==> src/rtl/c499_mon_pkg.sv <==
// Shared constants and state encoding for the c499 response monitor.
// The bench imports the same MISR constants for its golden signature.
package c499_mon_pkg;

  localparam int          DATA_W    = 32;
  localparam int          CNT_W     = 16;
  localparam logic [31:0] MISR_POLY = 32'h04C1_1DB7;
  localparam logic [31:0] MISR_SEED = 32'h0000_0000;
  localparam int          ALARM_TH  = 4;

  typedef enum logic [1:0] {
    IDLE = 2'd0,
    RUN  = 2'd1,
    DONE = 2'd2
  } mon_state_e;

endpackage

==> src/rtl/c499_misr.sv <==
// Multiple-input signature register compacting the suspect c499 response.
// The register shifts left and folds POLY back in whenever bit DATA_W-1 falls out.
module c499_misr #(
  parameter int                DATA_W = 32,
  parameter logic [DATA_W-1:0] POLY   = c499_mon_pkg::MISR_POLY,
  parameter logic [DATA_W-1:0] SEED   = c499_mon_pkg::MISR_SEED
) (
  input  logic              clk,
  input  logic              rst_n,
  input  logic              load_i,
  input  logic              en_i,
  input  logic [DATA_W-1:0] din_i,
  output logic [DATA_W-1:0] sig_o
);

  logic [DATA_W-1:0] sig_q;
  logic [DATA_W-1:0] sig_d;
  logic [DATA_W-1:0] shifted;

  // Next signature: a load has priority over a compaction step.
  always_comb begin
    shifted = {sig_q[DATA_W-2:0], 1'b0} ^ (sig_q[DATA_W-1] ? POLY : {DATA_W{1'b0}});
    sig_d   = sig_q;
    if (load_i) begin
      sig_d = SEED;
    end else if (en_i) begin
      sig_d = shifted ^ din_i;
    end else begin
      sig_d = sig_q;
    end
  end

  // Signature register.
  always_ff @(posedge clk or negedge rst_n) begin
    if (!rst_n) begin
      sig_q <= SEED;
    end else begin
      sig_q <= sig_d;
    end
  end

  assign sig_o = sig_q;

endmodule

==> src/rtl/c499_resp_monitor.sv <==
// Compares Trojan-inserted and golden c499 outputs per test pattern: signature,
// mismatch count, first-failure capture, sticky per-bit fail mask and alarm.
module c499_resp_monitor #(
  parameter int                DATA_W    = c499_mon_pkg::DATA_W,
  parameter int                CNT_W     = c499_mon_pkg::CNT_W,
  parameter logic [DATA_W-1:0] MISR_POLY = c499_mon_pkg::MISR_POLY,
  parameter logic [DATA_W-1:0] MISR_SEED = c499_mon_pkg::MISR_SEED,
  parameter int                ALARM_TH  = c499_mon_pkg::ALARM_TH
) (
  input  logic              clk,
  input  logic              rst_n,
  input  logic              start_i,
  input  logic [CNT_W-1:0]  num_vec_i,
  input  logic              in_valid_i,
  output logic              in_ready_o,
  input  logic [DATA_W-1:0] dut_out_i,
  input  logic [DATA_W-1:0] gold_out_i,
  output logic              busy_o,
  output logic              done_o,
  output logic [DATA_W-1:0] misr_sig_o,
  output logic [CNT_W-1:0]  vec_cnt_o,
  output logic [CNT_W-1:0]  mismatch_cnt_o,
  output logic              fail_flag_o,
  output logic [CNT_W-1:0]  first_fail_idx_o,
  output logic [DATA_W-1:0] first_fail_diff_o,
  output logic [DATA_W-1:0] bit_fail_mask_o,
  output logic              alarm_o
);

  import c499_mon_pkg::*;

  mon_state_e        state_q, state_d;
  logic [CNT_W-1:0]  num_q, num_d;
  logic [CNT_W-1:0]  vec_cnt_q, vec_cnt_d;
  logic [CNT_W-1:0]  mm_cnt_q, mm_cnt_d;
  logic              fail_q, fail_d;
  logic [CNT_W-1:0]  ffi_q, ffi_d;
  logic [DATA_W-1:0] ffd_q, ffd_d;
  logic [DATA_W-1:0] mask_q, mask_d;
  logic              alarm_q, alarm_d;

  logic              accept;
  logic              start_ok;
  logic [CNT_W-1:0]  vec_inc;
  logic [DATA_W-1:0] diff;

  assign in_ready_o = (state_q == RUN);
  assign accept     = in_valid_i && in_ready_o;
  assign start_ok   = start_i && (state_q != RUN);
  assign vec_inc    = vec_cnt_q + {{(CNT_W-1){1'b0}}, 1'b1};
  assign diff       = dut_out_i ^ gold_out_i;

  // Campaign sequencing; an empty campaign goes straight to DONE.
  always_comb begin
    state_d = state_q;
    case (state_q)
      IDLE, DONE: begin
        if (start_i) begin
          state_d = (num_vec_i == {CNT_W{1'b0}}) ? DONE : RUN;
        end else begin
          state_d = state_q;
        end
      end
      RUN: begin
        if (accept && (vec_inc == num_q)) begin
          state_d = DONE;
        end else begin
          state_d = state_q;
        end
      end
      default: state_d = IDLE;
    endcase
  end

  // Result capture: cleared on an honoured start, updated per accepted vector.
  always_comb begin
    num_d     = num_q;
    vec_cnt_d = vec_cnt_q;
    mm_cnt_d  = mm_cnt_q;
    fail_d    = fail_q;
    ffi_d     = ffi_q;
    ffd_d     = ffd_q;
    mask_d    = mask_q;
    if (start_ok) begin
      num_d     = num_vec_i;
      vec_cnt_d = {CNT_W{1'b0}};
      mm_cnt_d  = {CNT_W{1'b0}};
      fail_d    = 1'b0;
      ffi_d     = {CNT_W{1'b0}};
      ffd_d     = {DATA_W{1'b0}};
      mask_d    = {DATA_W{1'b0}};
    end else if (accept) begin
      vec_cnt_d = vec_inc;
      if (diff != {DATA_W{1'b0}}) begin
        // Saturation only freezes the count; mask and signature keep updating.
        if (mm_cnt_q != {CNT_W{1'b1}}) begin
          mm_cnt_d = mm_cnt_q + {{(CNT_W-1){1'b0}}, 1'b1};
        end else begin
          mm_cnt_d = mm_cnt_q;
        end
        mask_d = mask_q | diff;
        if (!fail_q) begin
          fail_d = 1'b1;
          ffi_d  = vec_cnt_q;
          ffd_d  = diff;
        end else begin
          fail_d = fail_q;
        end
      end else begin
        mm_cnt_d = mm_cnt_q;
      end
    end else begin
      num_d = num_q;
    end
    alarm_d = (mm_cnt_d >= CNT_W'(ALARM_TH));
  end

  // State and result registers.
  always_ff @(posedge clk or negedge rst_n) begin
    if (!rst_n) begin
      state_q   <= IDLE;
      num_q     <= {CNT_W{1'b0}};
      vec_cnt_q <= {CNT_W{1'b0}};
      mm_cnt_q  <= {CNT_W{1'b0}};
      fail_q    <= 1'b0;
      ffi_q     <= {CNT_W{1'b0}};
      ffd_q     <= {DATA_W{1'b0}};
      mask_q    <= {DATA_W{1'b0}};
      alarm_q   <= 1'b0;
    end else begin
      state_q   <= state_d;
      num_q     <= num_d;
      vec_cnt_q <= vec_cnt_d;
      mm_cnt_q  <= mm_cnt_d;
      fail_q    <= fail_d;
      ffi_q     <= ffi_d;
      ffd_q     <= ffd_d;
      mask_q    <= mask_d;
      alarm_q   <= alarm_d;
    end
  end

  c499_misr #(
    .DATA_W (DATA_W),
    .POLY   (MISR_POLY),
    .SEED   (MISR_SEED)
  ) u_misr (
    .clk    (clk),
    .rst_n  (rst_n),
    .load_i (start_ok),
    .en_i   (accept),
    .din_i  (dut_out_i),
    .sig_o  (misr_sig_o)
  );

  assign busy_o            = (state_q == RUN);
  assign done_o            = (state_q == DONE);
  assign vec_cnt_o         = vec_cnt_q;
  assign mismatch_cnt_o    = mm_cnt_q;
  assign fail_flag_o       = fail_q;
  assign first_fail_idx_o  = ffi_q;
  assign first_fail_diff_o = ffd_q;
  assign bit_fail_mask_o   = mask_q;
  assign alarm_o           = alarm_q;

endmodule

==> config.mk <==
export PLATFORM = sky130hd
export DESIGN_NAME = c499_resp_monitor
export DESIGN_NICKNAME = d
export VERILOG_FILES = /design/src/rtl/c499_mon_pkg.sv /design/src/rtl/c499_misr.sv /design/src/rtl/c499_resp_monitor.sv
export SDC_FILE = /design/constraint.sdc
export NUM_CORES = 1
export LEC_CHECK = 0
export ABC_AREA = 0
export BUFFER_PORTS_ARGS = -buffer_cell sky130_fd_sc_hd__buf_2
export CORE_MARGIN = 4
export CORE_UTILIZATION = 23
export CTS_CLUSTER_DIAMETER = 40
export CTS_CLUSTER_SIZE = 20
export DETAILED_ROUTE_END_ITERATION = 16
export HOLD_SLACK_MARGIN = 0.02
export MAX_ROUTING_LAYER = met4
export SYNTH_ARGS = -nofsm -noshare
export SYNTH_HDL_FRONTEND = slang
export SYNTH_HIERARCHICAL = 1
export SYNTH_SLANG_ARGS = --single-unit
==> constraint.sdc <==
create_clock -name clk -period 2.9 [get_ports clk]
set_input_delay 0.58 -clock clk [delete_from_list [all_inputs] [get_ports clk]]
set_output_delay 0.58 -clock clk [all_outputs]
set_load 0.01 [all_outputs]
==> flow_summary.yaml <==
logic_synthesis:
  synth_warnings: 6
  netlist_area_mm2: 0.00813
  synth_edf_count: 0
  yosysMostFrequentCell: "dfrtp_1"
  netlist_instances: 811
  yosys.cell_types.count: 56
  syn_nets: 897
  ys_ff_latch: 164
  synth_top_cells_by_area: "dfrtp_1 (50%), xnor2_1 (8.6%), nor2_1 (6.0%)"
  async_flop_share_pct: 100
  synth_common_cells: "dfrtp_1 (164), nor2_1 (129), xnor2_1 (80)"
  yosysTopAreaCell: "dfrtp_1"
  ys.flop_type: "dfrtp_1"
  synth.avg_cell_area_um2: 10.0
  synth_top_area_share_pct: 50.5
  ys_seq_area_share_pct: 50.5
floorplanning:
  ios: 233
  dieArea_mm2: 0.0384
  die_width_um: 196
  std_cell_rows: 68
  die_h_um: 196
  core-area_mm2: 0.0347
  start_util_pct: 23.4
cts:
  cts_sinks: 164
  post-cts-setup-buffer-count: 0
  path_clk_slew_ps: 70
  root_buffer: "clkbuf_16"
  cts_buffers: 17
  hold_buffers: 0
  htreeDepth: 4
  clk_latency_ps: 440
  cts_resized: 0
  cts_tree: "done"
  cts_max_path_buffers: 2
final_layout:
  fin_util_pct: 31.8
  layout.nets: 1185
  fillerInstances: 3678
  syn_to_final_growth_pct: 35.6
  ff_latch_area_mm2: 0.00410
  final_cells: 1568
  drive_gt1_share_pct: 33.5
  multi_input_area_mm2: 0.00375
critical_path:
  r2r_cells: 8
  setup.worst_path.class: "input pin to flop"
  r2r_slack_ps: 230
  start_kind: "input pin"
  crit_path_end_kind: "flop"
  worstPathMaxFanout: 6
  required_ps: 3200
  arrival_ps: 3000
sta:
  fin_crit_ps: 2690
  fmax_ghz: 0.371
  period_share_pct: 92.9
  slew_viol_final: 0
  tightest_slew_ps: 976
  rsz0062_at_grt: "no"
  setup_ws_ps: 206
  setup_viol: 0
  hold_violations: 0
  relSlewSlack_pct: 34.7
  fin_skew_ps: 10.8
global_routing:
  grt_remaining_overflow: 0
  grt_util_met2_pct: 23.0
  use_met1_pct: 20.3
  top_usage_layer: "met2"
  met3_usage_pct: 3.30
  antenna_found_initial: 1
  grt_max_degree: 65
  grt_pass1_vias: 7044
  grt_pass1_wl_um: 43100
  grt_use_total_pct: 15.0
placed_design:
  routabilityCongestion: 0.860
  pre_cts_slack_ps: -280
  placed_cells: 1535
  post-dp-hpwl_um: 21200
  port_buffers: 232
routing:
  routed_via_density: 4.53
  wl_per_cell_um: 17.8
  drtAntennaViolNets: 0
  drt_pre_antenna_iters: 4
  routed_wirelength_um: 27900
  drcViolationCount: 0
  vias: 7109
  drt_iter0_markers: 281
pwr:
  power.density_mw_per_mm2: 840
  leakage_nw: 4.99
  vdd_drop_max_mv: 0.414
min_path:
  hold_class: "input pin to async pin"
job:
  maxCapViolCount: 0
outcome:
  status: "finished clean"
-- sequential cells by signal (all words and copies together), names as in the netlist --
signal,flops
fail_flag_o,1
num_q,16
alarm_o,1
u_misr/sig_o,32
mismatch_cnt_o,16
vec_cnt_o,16
first_fail_idx_o,16
bit_fail_mask_o,32
first_fail_diff_o,32
state_q,2
-- per-stage QoR --
step | area, µm² | setup TNS (ps) | hold slack [ps] | power (mW)
5_1_grt | 11000 | 0 | 187 | 9.89
2_1_floorplan | 8130 | 0 | 284 | 5.33
6_report | 11000 | 0 | 152 | 9.26
3_5_place_dp | 10400 | -9730 | 479 | 6.84
3_3_place_gp | 10400 | -9550 | 471 | 6.79
4_1_cts | 11000 | 0 | 148 | 9.42
-- power by group --
part | leakage [nW] | switching [mW] | internal, mW
registers | 1.98 | 0.607 | 3.01
clock network | 0.301 | 0.981 | 1.53
logic | 2.71 | 1.65 | 1.48
-- cell families (layout without fill, tap and decap cells) --
| kind of cell | after synthesis | count (layout) | synth area share [%] |
|---|---|---|---|
| DFF | 164 | 164 | 50.5 |
| adders and majority gates | 2 | 2 | 0.308 |
| muxes | 38 | 38 | 4.68 |
| other | 0 | 1 | 0 |
| buffers and inverters | 58 | 359 | 3.63 |
| xor gates and xnor gates | 95 | 95 | 10.4 |
| and+or+nand+nor | 303 | 303 | 17.7 |
| AOI/OAI and AO/OA | 151 | 151 | 12.8 |
-- critical path: stages --
cell and delay (ps):
buf_2 120, xnor2_1 200, nand4_1 270, nor4_4 100
buf_4 150, a21oi_2 280, buf_4 190, nand3_1 130
or4b_2 640, a32oi_1 220, nand4_1 110
-- metal layers --
metal	part of all wire (%)	up-vias
li1	-	3392
met1	45	3450
met2	47	249
met3	6.4	18
met4	1.1	0
met5	0	-
-- final cells by class --
type / instances / share of cell area (%)
well taps: 455 / 5.16
inverters: 6 / 0.227
clock buffers: 20 / 3.96
diodes: 1 / 0.0227
clock inverters: 12 / 1.85
multi-input cells: 589 / 34.0
repair buffers: 321 / 17.6
flip-flops and latches: 164 / 37.2
-- worst paths after layout --
| kind | startpoint | end |
|---|---|---|
| setup / recovery | dut_out_i[16] | alarm_o$_DFF_PN0_ |
| hold / removal | rst_n | state_q[1]$_DFFE_PN0P_ |
| setup reg to reg | state_q[1]$_DFFE_PN0P_ | alarm_o$_DFF_PN0_ |
| hold reg to reg | bit_fail_mask_o[27]$_DFFE_PN0P_ | bit_fail_mask_o[27]$_DFFE_PN0P_ |
| max in group asynchronous | rst_n | u_misr/sig_o[9]$_DFFE_PN0P_ |
| min in group clk | num_vec_i[13] | num_q[13]$_DFFE_PN0P_ |
-- cells in the final DEF, fill, tap and decap left out, types with 4 or more instances in the layout --
| cell type | count |
|---|---|
| xor2_1 | 14 |
| and2_1 | 5 |
| nand2_1 | 73 |
| clkbuf_16 | 17 |
| nor3_1 | 8 |
| a211oi_1 | 52 |
| nor4_1 | 7 |
| nand3_1 | 21 |
| o31ai_1 | 7 |
| o21a_1 | 33 |
| buf_4 | 81 |
| a21oi_1 | 6 |
| o21ai_0 | 23 |
| nand2b_1 | 12 |
| a31oi_1 | 5 |
| o21ai_1 | 12 |
| bufinv_16 | 5 |
| nand4_1 | 19 |
| or4_1 | 4 |
| inv_1 | 4 |
| mux2i_1 | 38 |
| buf_2 | 231 |
| and3_1 | 5 |
| buf_12 | 8 |
| dfrtp_1 | 164 |
| nor2_1 | 128 |
| xnor2_1 | 80 |
Power figures use the tool's default switching activity.
